===== src/rtl/rv32_mmio_uart_tx.sv =====
// Memory-mapped 8N1 UART transmitter: 16-byte MMIO register window, TX FIFO,
// baud-rate serializer and a drained-FIFO level interrupt.
module rv32_mmio_uart_tx #(
  parameter logic [31:0] BASE_ADDR  = 32'hFFFF_0100,
  parameter int unsigned FIFO_DEPTH = 8,
  parameter logic [15:0] CLK_DIV    = 16'd868
) (
  input  logic        clk,
  input  logic        resetn,
  input  logic        req_valid_i,
  input  logic        req_write_i,
  input  logic [31:0] req_addr_i,
  input  logic [31:0] req_wdata_i,
  input  logic [3:0]  req_strobe_i,
  output logic        request_done_o,
  output logic [31:0] data_o,
  output logic        tx_o,
  output logic        irq_o,
  output logic [1:0]  state_o
);
  localparam int PW = $clog2(FIFO_DEPTH);
  localparam int CW = PW + 1;

  typedef enum logic [1:0] {IDLE = 2'd0, START = 2'd1, DATA = 2'd2, STOP = 2'd3} state_e;

  state_e        state_q;
  logic [PW-1:0] wr_ptr_q, wr_ptr_d, rd_ptr_q, rd_ptr_d;
  logic [CW-1:0] count_q, count_d;
  logic [7:0]    mem_q [FIFO_DEPTH];
  logic          ovf_q, ovf_d;
  logic [1:0]    ctrl_q, ctrl_d;
  logic [15:0]   div_q, div_d;
  logic          done_q;
  logic [31:0]   data_q, data_d;
  logic [15:0]   baud_q;
  logic [2:0]    bit_q;
  logic [7:0]    shift_q;
  logic          tx_q, irq_q;

  logic          hit, accept, full, empty, push, push_ok, pop;
  logic [1:0]    sel;
  logic [15:0]   divisor, reload;
  logic [31:0]   status;
  logic          unused_ok;

  // Handshake: a window hit is taken only while done_q is low; done_q then pulses
  // for one cycle and any request still presented during that pulse is ignored.
  assign hit     = req_valid_i && (req_addr_i[31:4] == BASE_ADDR[31:4]);
  assign accept  = hit && !done_q;
  assign sel     = req_addr_i[3:2];
  assign full    = (count_q == CW'(FIFO_DEPTH));
  assign empty   = (count_q == '0);
  assign push    = accept && req_write_i && (sel == 2'd0) && req_strobe_i[0];
  assign pop     = (state_q == IDLE) && ctrl_q[0] && !empty;
  assign push_ok = push && (!full || pop);
  assign divisor = (div_q == 16'd0) ? 16'd1 : div_q;
  assign reload  = divisor - 16'd1;
  assign status  = {16'h0, 8'(count_q), 4'h0, ovf_q, (state_q != IDLE), empty, full};
  assign unused_ok = ^{req_wdata_i[31:16], req_addr_i[1:0], req_strobe_i[3:2]};

  always_comb begin
    ctrl_d = ctrl_q;
    div_d  = div_q;
    ovf_d  = ovf_q;
    data_d = data_q;
    if (accept && req_write_i) begin
      case (sel)
        2'd1: if (req_strobe_i[0] && req_wdata_i[3]) ovf_d = 1'b0;
        2'd2: if (req_strobe_i[0]) ctrl_d = req_wdata_i[1:0];
        2'd3: begin
          if (req_strobe_i[0]) div_d[7:0]  = req_wdata_i[7:0];
          if (req_strobe_i[1]) div_d[15:8] = req_wdata_i[15:8];
        end
        default: ;
      endcase
    end else if (accept) begin
      case (sel)
        2'd0:    data_d = 32'h0;
        2'd1:    data_d = status;
        2'd2:    data_d = {30'h0, ctrl_q};
        default: data_d = {16'h0, div_q};
      endcase
    end
    if (push && full && !pop) ovf_d = 1'b1;
  end

  always_comb begin
    wr_ptr_d = wr_ptr_q + PW'(push_ok);
    rd_ptr_d = rd_ptr_q + PW'(pop);
    count_d  = count_q + CW'(push_ok) - CW'(pop);
  end

  always_ff @(posedge clk) begin
    if (push_ok) mem_q[wr_ptr_q] <= req_wdata_i[7:0];
  end

  always_ff @(posedge clk) begin
    if (!resetn) begin
      wr_ptr_q <= '0;
      rd_ptr_q <= '0;
      count_q  <= '0;
      ovf_q    <= 1'b0;
      ctrl_q   <= 2'b00;
      div_q    <= CLK_DIV;
      done_q   <= 1'b0;
      data_q   <= 32'h0;
    end else begin
      wr_ptr_q <= wr_ptr_d;
      rd_ptr_q <= rd_ptr_d;
      count_q  <= count_d;
      ovf_q    <= ovf_d;
      ctrl_q   <= ctrl_d;
      div_q    <= div_d;
      done_q   <= accept;
      data_q   <= data_d;
    end
  end

  // tx_q is registered alongside state_q, so the line level always matches the state.
  always_ff @(posedge clk) begin
    if (!resetn) begin
      state_q <= IDLE;
      baud_q  <= 16'h0;
      bit_q   <= 3'd0;
      shift_q <= 8'h0;
      tx_q    <= 1'b1;
      irq_q   <= 1'b0;
    end else begin
      irq_q <= ctrl_q[1] && empty && (state_q == IDLE);
      case (state_q)
        IDLE: begin
          tx_q <= 1'b1;
          if (pop) begin
            shift_q <= mem_q[rd_ptr_q];
            baud_q  <= reload;
            state_q <= START;
            tx_q    <= 1'b0;
          end
        end
        START: begin
          if (baud_q == 16'h0) begin
            state_q <= DATA;
            bit_q   <= 3'd0;
            baud_q  <= reload;
            tx_q    <= shift_q[0];
          end else begin
            baud_q <= baud_q - 16'd1;
          end
        end
        DATA: begin
          if (baud_q == 16'h0) begin
            baud_q <= reload;
            if (bit_q == 3'd7) begin
              state_q <= STOP;
              tx_q    <= 1'b1;
            end else begin
              bit_q   <= bit_q + 3'd1;
              shift_q <= {1'b0, shift_q[7:1]};
              tx_q    <= shift_q[1];
            end
          end else begin
            baud_q <= baud_q - 16'd1;
          end
        end
        default: begin
          if (baud_q == 16'h0) state_q <= IDLE;
          else                 baud_q  <= baud_q - 16'd1;
        end
      endcase
    end
  end

  assign request_done_o = done_q;
  assign data_o         = data_q;
  assign tx_o           = tx_q;
  assign irq_o          = irq_q;
  assign state_o        = state_q;
endmodule

===== config.mk =====
export PLATFORM = sky130hd
export DESIGN_NAME = rv32_mmio_uart_tx
export DESIGN_NICKNAME = d
export VERILOG_FILES = /design/src/rtl/rv32_mmio_uart_tx.sv
export SDC_FILE = /design/constraint.sdc
export NUM_CORES = 1
export LEC_CHECK = 0
export ABC_AREA = 1
export ABC_CLOCK_PERIOD_IN_PS = 3300
export CORE_MARGIN = 2
export CORE_UTILIZATION = 59
export CTS_BUF_LIST = sky130_fd_sc_hd__clkbuf_4 sky130_fd_sc_hd__clkbuf_8
export DETAILED_ROUTE_END_ITERATION = 12
export DONT_BUFFER_PORTS = 1
export GPL_TIMING_DRIVEN = 0
export PLACE_DENSITY = 0.73
export SLEW_MARGIN = 20
export SYNTH_ARGS = -nofsm -noshare
export SYNTH_HDL_FRONTEND = slang
export SYNTH_SLANG_ARGS = --single-unit

===== constraint.sdc =====
create_clock -name clk -period 3.3 [get_ports clk]
set_clock_uncertainty 0.2 [all_clocks]
set_input_delay 0.99 -clock clk [delete_from_list [all_inputs] [get_ports clk]]
set_output_delay 0.99 -clock clk [all_outputs]
set_load 0.05 [all_outputs]

==> qor.csv, run 1 <==
metric,value,unit
status,"finished, final reports clean",
standby leakage power,3.219,nW
"synthesized-area fraction occupied by ao, oa, aoi and oai cells",13.67,%
"commonest non-fill, non-tap cells in the layout","nand2_1, nor2_1, inv_1, o21ai_0, dfxtp_1",
clock slew at reported path FFs,0.08,ns
Combinational Power Share,11.0,%
total grt overflow,0,
Setup Viol. Count Final,0,
largest fanout of any net on the critical path,7,
worst setup margin,0.2199,ns
GRT Util Overall,27.38,%
total power consumption of the routed design,3.648,mW
Synth area leader,edfxtp_1,
clock tree from TritonCTS,done,
routed wire length on met2,8.010,mm
global-route wire length before repair,27.48,mm
TritonCTS Buffers,17,
post-route antenna net violation count,0,
CTS H-tree lvls,4,
floorplan die width,114.1,um
number of global-route vias before repair,5570,
DPL Wire Length,12.97,mm
instance area after placement,7398,um^2
combinational family with the most area after synthesis,simple AND/OR/NAND/NOR gates,
element type at the critical path start,flip-flop,
critical path data required time,3.43,ns
worst slew slack as a fraction of its limit,59.04,%
total vias in the final route,6044,
# IOs,109,
Port Buffers,0,
ys flop type,dfxtp_1,
Yosys warnings,0,
ratio of total power to cell area,466.5,nW/um^2
internal power contribution,2.649,mW
min-delay worst type,flip-flop to flip-flop,
quantity of hold-fixing buffers added after cts,0,
final worst path period share,93.33,%
number of buffers on the longest clock path,2,
cell count after placement,1036,
mean instance size in the synthesized netlist,8.190,um^2
share of synthesized registers carrying an async set or reset,0,%
growth of design area from synthesis to finish,9.229,%
Setup crit end kind,flip-flop,
portion of the post-synthesis area used by sequential elements,48.38,%
final routed wire length divided by cell count,16.22,um
multiplexer share of the synthesized area,0,%
DRC violations left,0,
routability cong.,0.9155,
Mapped Cells,874,
number of diodes,0,
met3 wire len,1.282,mm
Post-Layout Cell Count,1068,
Die Ht,114.1,um
Period minus WS final,3.080,ns
setup repair after global routing missed its margin,no,
"post-synthesis share of cell area spent on and, or, nand and nor gates",23.47,%
maximum number of pins on one net before global-route repair,17,
sequential cell fraction of total power,50.9,%
top layer used by detailed routing,met4,
first-iteration detailed-routing DRC count,484,
Net Sw Frac,27.39,%
area of the mapped netlist,7158,um^2
Place WS,-0.09147,ns
setup bufs post-CTS,0,
final net count,998,
Critical Path AT,3.21,ns
Starting Density,60.09,%
count of endpoints failing hold in the final timing report,0,
Die Footprint,13030,um^2
Max Cap Viol,0,
total core area,11910,um^2
post-layout utilization of the core,65.64,%
metal1 wirelength,7.825,mm
pins over their slew limit,0,
fraction of final layout cells sized beyond drive strength 1,11.40,%
max frequency,324.7,MHz
vias per cell,5.659,
number of placement rows,40,
slew at the pin with the worst max-slew slack,0.6144,ns
xor-xnor portion of the synthesized cell area,2.447,%
most frequent standard cell in the layout excluding fill and tap cells,nand2_1,
critical path start-end classification,flip-flop to flip-flop,
number of synthesized register bits,141,
fraction of synthesized cell area taken by the top area cell type,26.85,%
power spent charging and discharging nets,999.2,uW
adder-cell share of the synthesized area,3.251,%
worst-case hold slack,0.2841,ns
"IR drop worst, VDD",0.3141,mV
Area contributors post-synth,"edfxtp_1, dfxtp_1, nor2_1",
clk sink count,141,
number of distinct standard cells referenced by the synthesized netlist,44,
Final Instance Area,7819,um^2
routed wire length,17.33,mm
Clock Root Buffer,clkbuf_8,
Worst-Skew Late Latency,0.46,ns
count of flip-flops with a built-in enable after synthesis,64,
Clk network pwr share,38.1,%
initial antenna violation count,0,
final total negative setup slack,0,ns
number of iterations in the first detailed-routing pass,5,
-- critical path, stage by stage, from the launching register on --
cell and delay [ns]:
dfxtp_2 0.43, inv_1 0.14, ha_1 0.36, inv_1 0.23, nor2_2 0.35, nor2_1 0.15
nor2_4 0.19, nand2_1 0.07, nand2_1 0.06, ha_1 0.13, inv_1 0.06, fa_1 0.38
xor2_1 0.15, nor2_1 0.06
-- final cells by class --
cell class | instances | area, um^2
Clock buffer | 17 | 234.0
Tap cell | 147 | 183.9
Sequential cell | 141 | 3466
Fill cell | 1006 | 4093
Inverter | 90 | 340.3
Multi-Input combinational cell | 610 | 3149
Clock inverter | 15 | 161.4
Buffer | 48 | 284.0
-- layer usage --
metal | GRT usage (%) | up-vias
met5 | 0 | -
met4 | 7.073 | 0
met3 | 5.982 | 22
met2 | 43.29 | 236
met1 | 38.60 | 2845
li1 | - | 2941
-- worst paths after layout --
| path | endpoint | slack, ns | startpoint | cells past startpoint |
|---|---|---|---|---|
| worst min register to register | bit_q[2]$_SDFFE_PN0P_ | 0.28 | bit_q[2]$_SDFFE_PN0P_ | 2 |
| worst min-delay path | bit_q[2]$_SDFFE_PN0P_ | 0.28 | bit_q[2]$_SDFFE_PN0P_ | 2 |
| worst max register to register | count_q[2]$_SDFF_PN0_ | 0.22 | state_o[0]$_SDFFE_PN0P_ | 13 |
| worst max-delay path | count_q[2]$_SDFF_PN0_ | 0.22 | state_o[0]$_SDFFE_PN0P_ | 13 |
-- synth_stat cells (all sizes together), types with 3 or more instances --
master    n
nor3      8
edfxtp   64
o21ai    83
nand3    49
inv      90
o22ai     3
dfxtp    77
xnor2     6
clkbuf   19
a31oi     7
nand4    16
xor2     14
nand2   152
a21oi    59
ha       17
buf      29
o211ai   15
nor2    154
-- kinds of logic (layout without fill, tap and decap cells) --
group | Yosys count | count (layout)
compound gates | 173 | 173
xor+xnor | 20 | 20
fa+ha+maj | 18 | 18
buf+inv | 138 | 170
flops | 141 | 141
other cells | 1 | 16
simple gates | 383 | 383
-- power by group through the flow --
| stage | logic [mW] | registers [mW] | clock network [mW] |
|---|---|---|---|
| after floorplan | 0.329 | 1.89 | 0 |
| after global placement | 0.390 | 1.90 | 0 |
| after CTS | 0.396 | 1.86 | 1.41 |
| after detailed placement | 0.394 | 1.90 | 0 |
| after global routing | 0.440 | 1.86 | 1.47 |
| final | 0.402 | 1.86 | 1.39 |
-- repair_timing --
| action | in CTS | in global routing |
|---|---|---|
| gates resized for setup | 5 | 6 |
| setup endpoints to repair | 65 | 35 |
| cloned | 0 | 0 |
| pin swaps | 0 | 0 |
-- flip-flops by register name (all words and copies together) (netlist names), 2 cells and up --
register,flops
rd_ptr_q,3
count_q,4
mem_q,64
shift_q,8
state_o,2
bit_q,3
baud_q,16
div_q,16
wr_ptr_q,3
ctrl_q,2
data_o,16
No activity file was read; power rests on OpenSTA's default activity.
==> run 2: changes to the inputs <==
--- a/config.mk
+++ b/config.mk
@@ -7,6 +7,7 @@
 export LEC_CHECK = 0
 export ABC_AREA = 1
 export ABC_CLOCK_PERIOD_IN_PS = 3300
+export CAP_MARGIN = 20
 export CORE_MARGIN = 2
 export CORE_UTILIZATION = 59
 export CTS_BUF_LIST = sky130_fd_sc_hd__clkbuf_4 sky130_fd_sc_hd__clkbuf_8
==> results of run 2 <==
No change in the layout: final DEF, timing and power equal those of run 1.
==> run 3: changes to the inputs <==
--- a/config.mk
+++ b/config.mk
@@ -6,15 +6,13 @@
 export NUM_CORES = 1
 export LEC_CHECK = 0
 export ABC_AREA = 1
-export ABC_CLOCK_PERIOD_IN_PS = 3300
 export CAP_MARGIN = 20
 export CORE_MARGIN = 2
-export CORE_UTILIZATION = 59
+export CORE_UTILIZATION = 56
 export CTS_BUF_LIST = sky130_fd_sc_hd__clkbuf_4 sky130_fd_sc_hd__clkbuf_8
 export DETAILED_ROUTE_END_ITERATION = 12
-export DONT_BUFFER_PORTS = 1
 export GPL_TIMING_DRIVEN = 0
-export PLACE_DENSITY = 0.73
+export PLACE_DENSITY = 0.8
 export SLEW_MARGIN = 20
 export SYNTH_ARGS = -nofsm -noshare
 export SYNTH_HDL_FRONTEND = slang
==> run 3 against run 2 <==
  * Setup slack worse by 0.11 ns
  * Sequential cell count stayed put
  * Critical path type is now input pin to flip-flop
  * Worst hold slack worse by 0.032 ns
  * Maximum frequency is 3.5% lower
  * Largest power group unchanged
  * Cell count is 9.5% higher
  * Highest routed layer unchanged
  * Count of clock-buffer cells in the layout is 1 higher
  * Non-clock buffer count is 76 higher
==> qor.csv, run 3 (same netlist as run 1, synthesis figures left out) <==
metric,value,unit,change
status,"finished, final reports clean",,
power spent charging and discharging nets,1.096,mW,+9.7%
floorplan die width,117.1,um,+2.6%
Clock Root Buffer,clkbuf_8,,
number of placement rows,41,,+2.5%
ratio of total power to cell area,434.4,nW/um^2,-6.9%
final net count,1074,,+7.6%
clock tree from TritonCTS,done,,
Port Buffers,71,,+71
top cell family by delay on the critical path,simple AND/OR/NAND/NOR gates,,
final routed wire length divided by cell count,14.95,um,-7.9%
routability cong.,0.9326,,+1.9%
cell count after placement,1132,,+9.3%
global-route wire length before repair,28.30,mm,+3.0%
instance area after placement,8140,um^2,+10%
DRC violations left,0,,unchanged
cell depth of the worst flop-to-flop path,8,,-5
sequential cell fraction of total power,49.1,%,-1.8 points
max frequency,313.2,MHz,-3.5%
"Critical Path, Cell by Cell","clkdlybuf4s50_1, nand2_1, nor2_1, nand3_2, nor2_4, nand2_2, nor2_4, nand2_2, nor2_4, nand2_2, nor2_1",,
element type at the critical path start,input pin,,
Clk network pwr share,37.9,%,-0.2 points
initial antenna violation count,0,,unchanged
worst slew slack as a fraction of its limit,50.55,%,-8.5 points
critical path data required time,3.19,ns,-0.24 ns
total grt overflow,0,,unchanged
Max stage delay on crit path,0.58,ns,+0.15 ns
vias per cell,5.385,,-4.8%
crit path buf inv count,1,,-2
Critical Path AT,3.08,ns,-0.13 ns
Max Cap Viol,0,,unchanged
Final Instance Area,8672,um^2,+11%
total core area,12570,um^2,+5.5%
number of diodes,0,,unchanged
"commonest non-fill, non-tap cells in the layout","nand2_1, nor2_1, inv_1, o21ai_0, dfxtp_1",,
quantity of hold-fixing buffers added after cts,0,,unchanged
CTS H-tree lvls,4,,unchanged
fraction of final layout cells sized beyond drive strength 1,11.33,%,-0.067 points
Starting Density,56.95,%,-3.1 points
Post-Layout Cell Count,1169,,+9.5%
largest fanout of any net on the critical path,8,,+1
Net Sw Frac,29.09,%,+1.7 points
most frequent standard cell in the layout excluding fill and tap cells,nand2_1,,
total vias in the final route,6295,,+4.2%
Die Ht,117.1,um,+2.6%
number of cells on the worst hold path,2,,unchanged
post-route antenna net violation count,0,,unchanged
Setup crit end kind,flip-flop,,
count of endpoints failing hold in the final timing report,0,,unchanged
routed wire length,17.47,mm,+0.84%
standby leakage power,3.684,nW,+14%
internal reg-to-reg setup slack,0.22,ns,about the same
Die Footprint,13700,um^2,+5.2%
flip-flop count of the largest register after layout,64,,unchanged
clk sink count,141,,unchanged
number of gates on the worst path with buffers counted,11,,-2
Worst-Skew Late Latency,0.45,ns,about the same
cell at the slowest stage of the critical path,nor2_1,,
Reg2Reg Capture Point,mem_q[5][7]$_DFFE_PP_,,
number of iterations in the first detailed-routing pass,6,,+1
internal power contribution,2.671,mW,+0.86%
first-iteration detailed-routing DRC count,576,,+19%
DPL Wire Length,12.82,mm,-1.1%
most flop-heavy register,mem_q,,
Setup Viol. Count Final,0,,unchanged
# IOs,109,,unchanged
Combinational Power Share,13.0,%,+2.0 points
slew at the pin with the worst max-slew slack,0.7390,ns,+0.1246 ns
r2r startpoint,state_o[0]$_SDFFE_PN0P_,,
Period minus WS final,3.193,ns,+0.1127 ns
growth of design area from synthesis to finish,21.15,%,
startpoint of the lowest-slack hold path,data_o[13]$_SDFFE_PN0P_,,
number of buffers on the longest clock path,2,,unchanged
"IR drop worst, VDD",0.3035,mV,-3.4%
clock slew at reported path FFs,0.09,ns,about the same
critical path start-end classification,input pin to flip-flop,,
post-layout utilization of the core,69.00,%,+3.4 points
pins over their slew limit,0,,unchanged
min-delay worst type,flip-flop to flip-flop,,
destination of the worst hold path,data_o[13]$_SDFFE_PN0P_,,
TritonCTS Buffers,17,,unchanged
number of global-route vias before repair,5813,,+4.4%
total power consumption of the routed design,3.767,mW,+3.3%
GRT Util Overall,26.89,%,-0.50 points
final worst path period share,96.75,%,+3.4 points
maximum number of pins on one net before global-route repair,17,,unchanged
## run 3: worst max-delay path by stage
stage | start | endpoint
after global placement | req_addr_i[21] | mem_q[4][7]$_DFFE_PP_
after detailed placement | req_addr_i[21] | mem_q[4][7]$_DFFE_PP_
after global routing | req_addr_i[13] | mem_q[1][2]$_DFFE_PP_
final | req_addr_i[29] | mem_q[5][7]$_DFFE_PP_
after floorplan | req_addr_i[5] | count_q[2]$_SDFF_PN0_
after CTS | req_addr_i[21] | mem_q[2][0]$_DFFE_PP_
## run 3: what timing repair did
action                     in CTS  in global routing
cloned                          0                  0
setup endpoints to repair       8                 67
gates resized for setup         1                 29
buffers inserted                0                  5
pin swaps                       0                 19
## run 3: power groups by stage
stage | clock (mW) | combinational, mW | sequential (mW)
detailed placement | 0 | 0.481 | 1.89
floorplan | 0 | 0.329 | 1.89
global route | 1.51 | 0.540 | 1.85
CTS | 1.44 | 0.486 | 1.85
finish | 1.43 | 0.489 | 1.85
global placement | 0 | 0.474 | 1.89
## run 3: worst reg2reg max path, cell delays in order, from the launching register on
cell and delay [ns]:
dfxtp_1 0.35, inv_1 0.11, ha_1 0.36, inv_1 0.23, nor2_1 0.43, nor2_1 0.18, nor2_4 0.16, nand2_2 0.11
nor2_1 0.58
## run 3: cell type report
cell class | count | area, um^2
plain buffers | 48 | 284.0
repair buffers | 76 | 788.3
multi-input cells | 610 | 3169
well taps | 172 | 215.2
clock inverters | 14 | 170.2
flip-flops and latches | 141 | 3463
clock buffers | 18 | 241.5
fillers | 1028 | 3896
inverters | 90 | 340.3
## run 3: routing by layer
| metal | up-vias | share of wire (%) | track usage, % |
|---|---|---|---|
| met5 | - | 0 | 0 |
| met4 | 0 | 2.1 | 9.020 |
| met3 | 34 | 6.9 | 6.437 |
| met2 | 255 | 46 | 41.89 |
| met1 | 2909 | 45 | 37.20 |
| li1 | 3097 | - | - |
## run 3: through the flow
step,setup slack [ns],setup TNS (ns),hold WS [ns]
floorplan,0.2753,0,0.2380
global placement,-0.4267,-26.40,0.2357
detailed placement,-0.4832,-30.05,0.2393
CTS,-0.003457,-0.005620,0.2528
global route,-0.03783,-0.7276,0.2692
finish,0.1072,0,0.2519
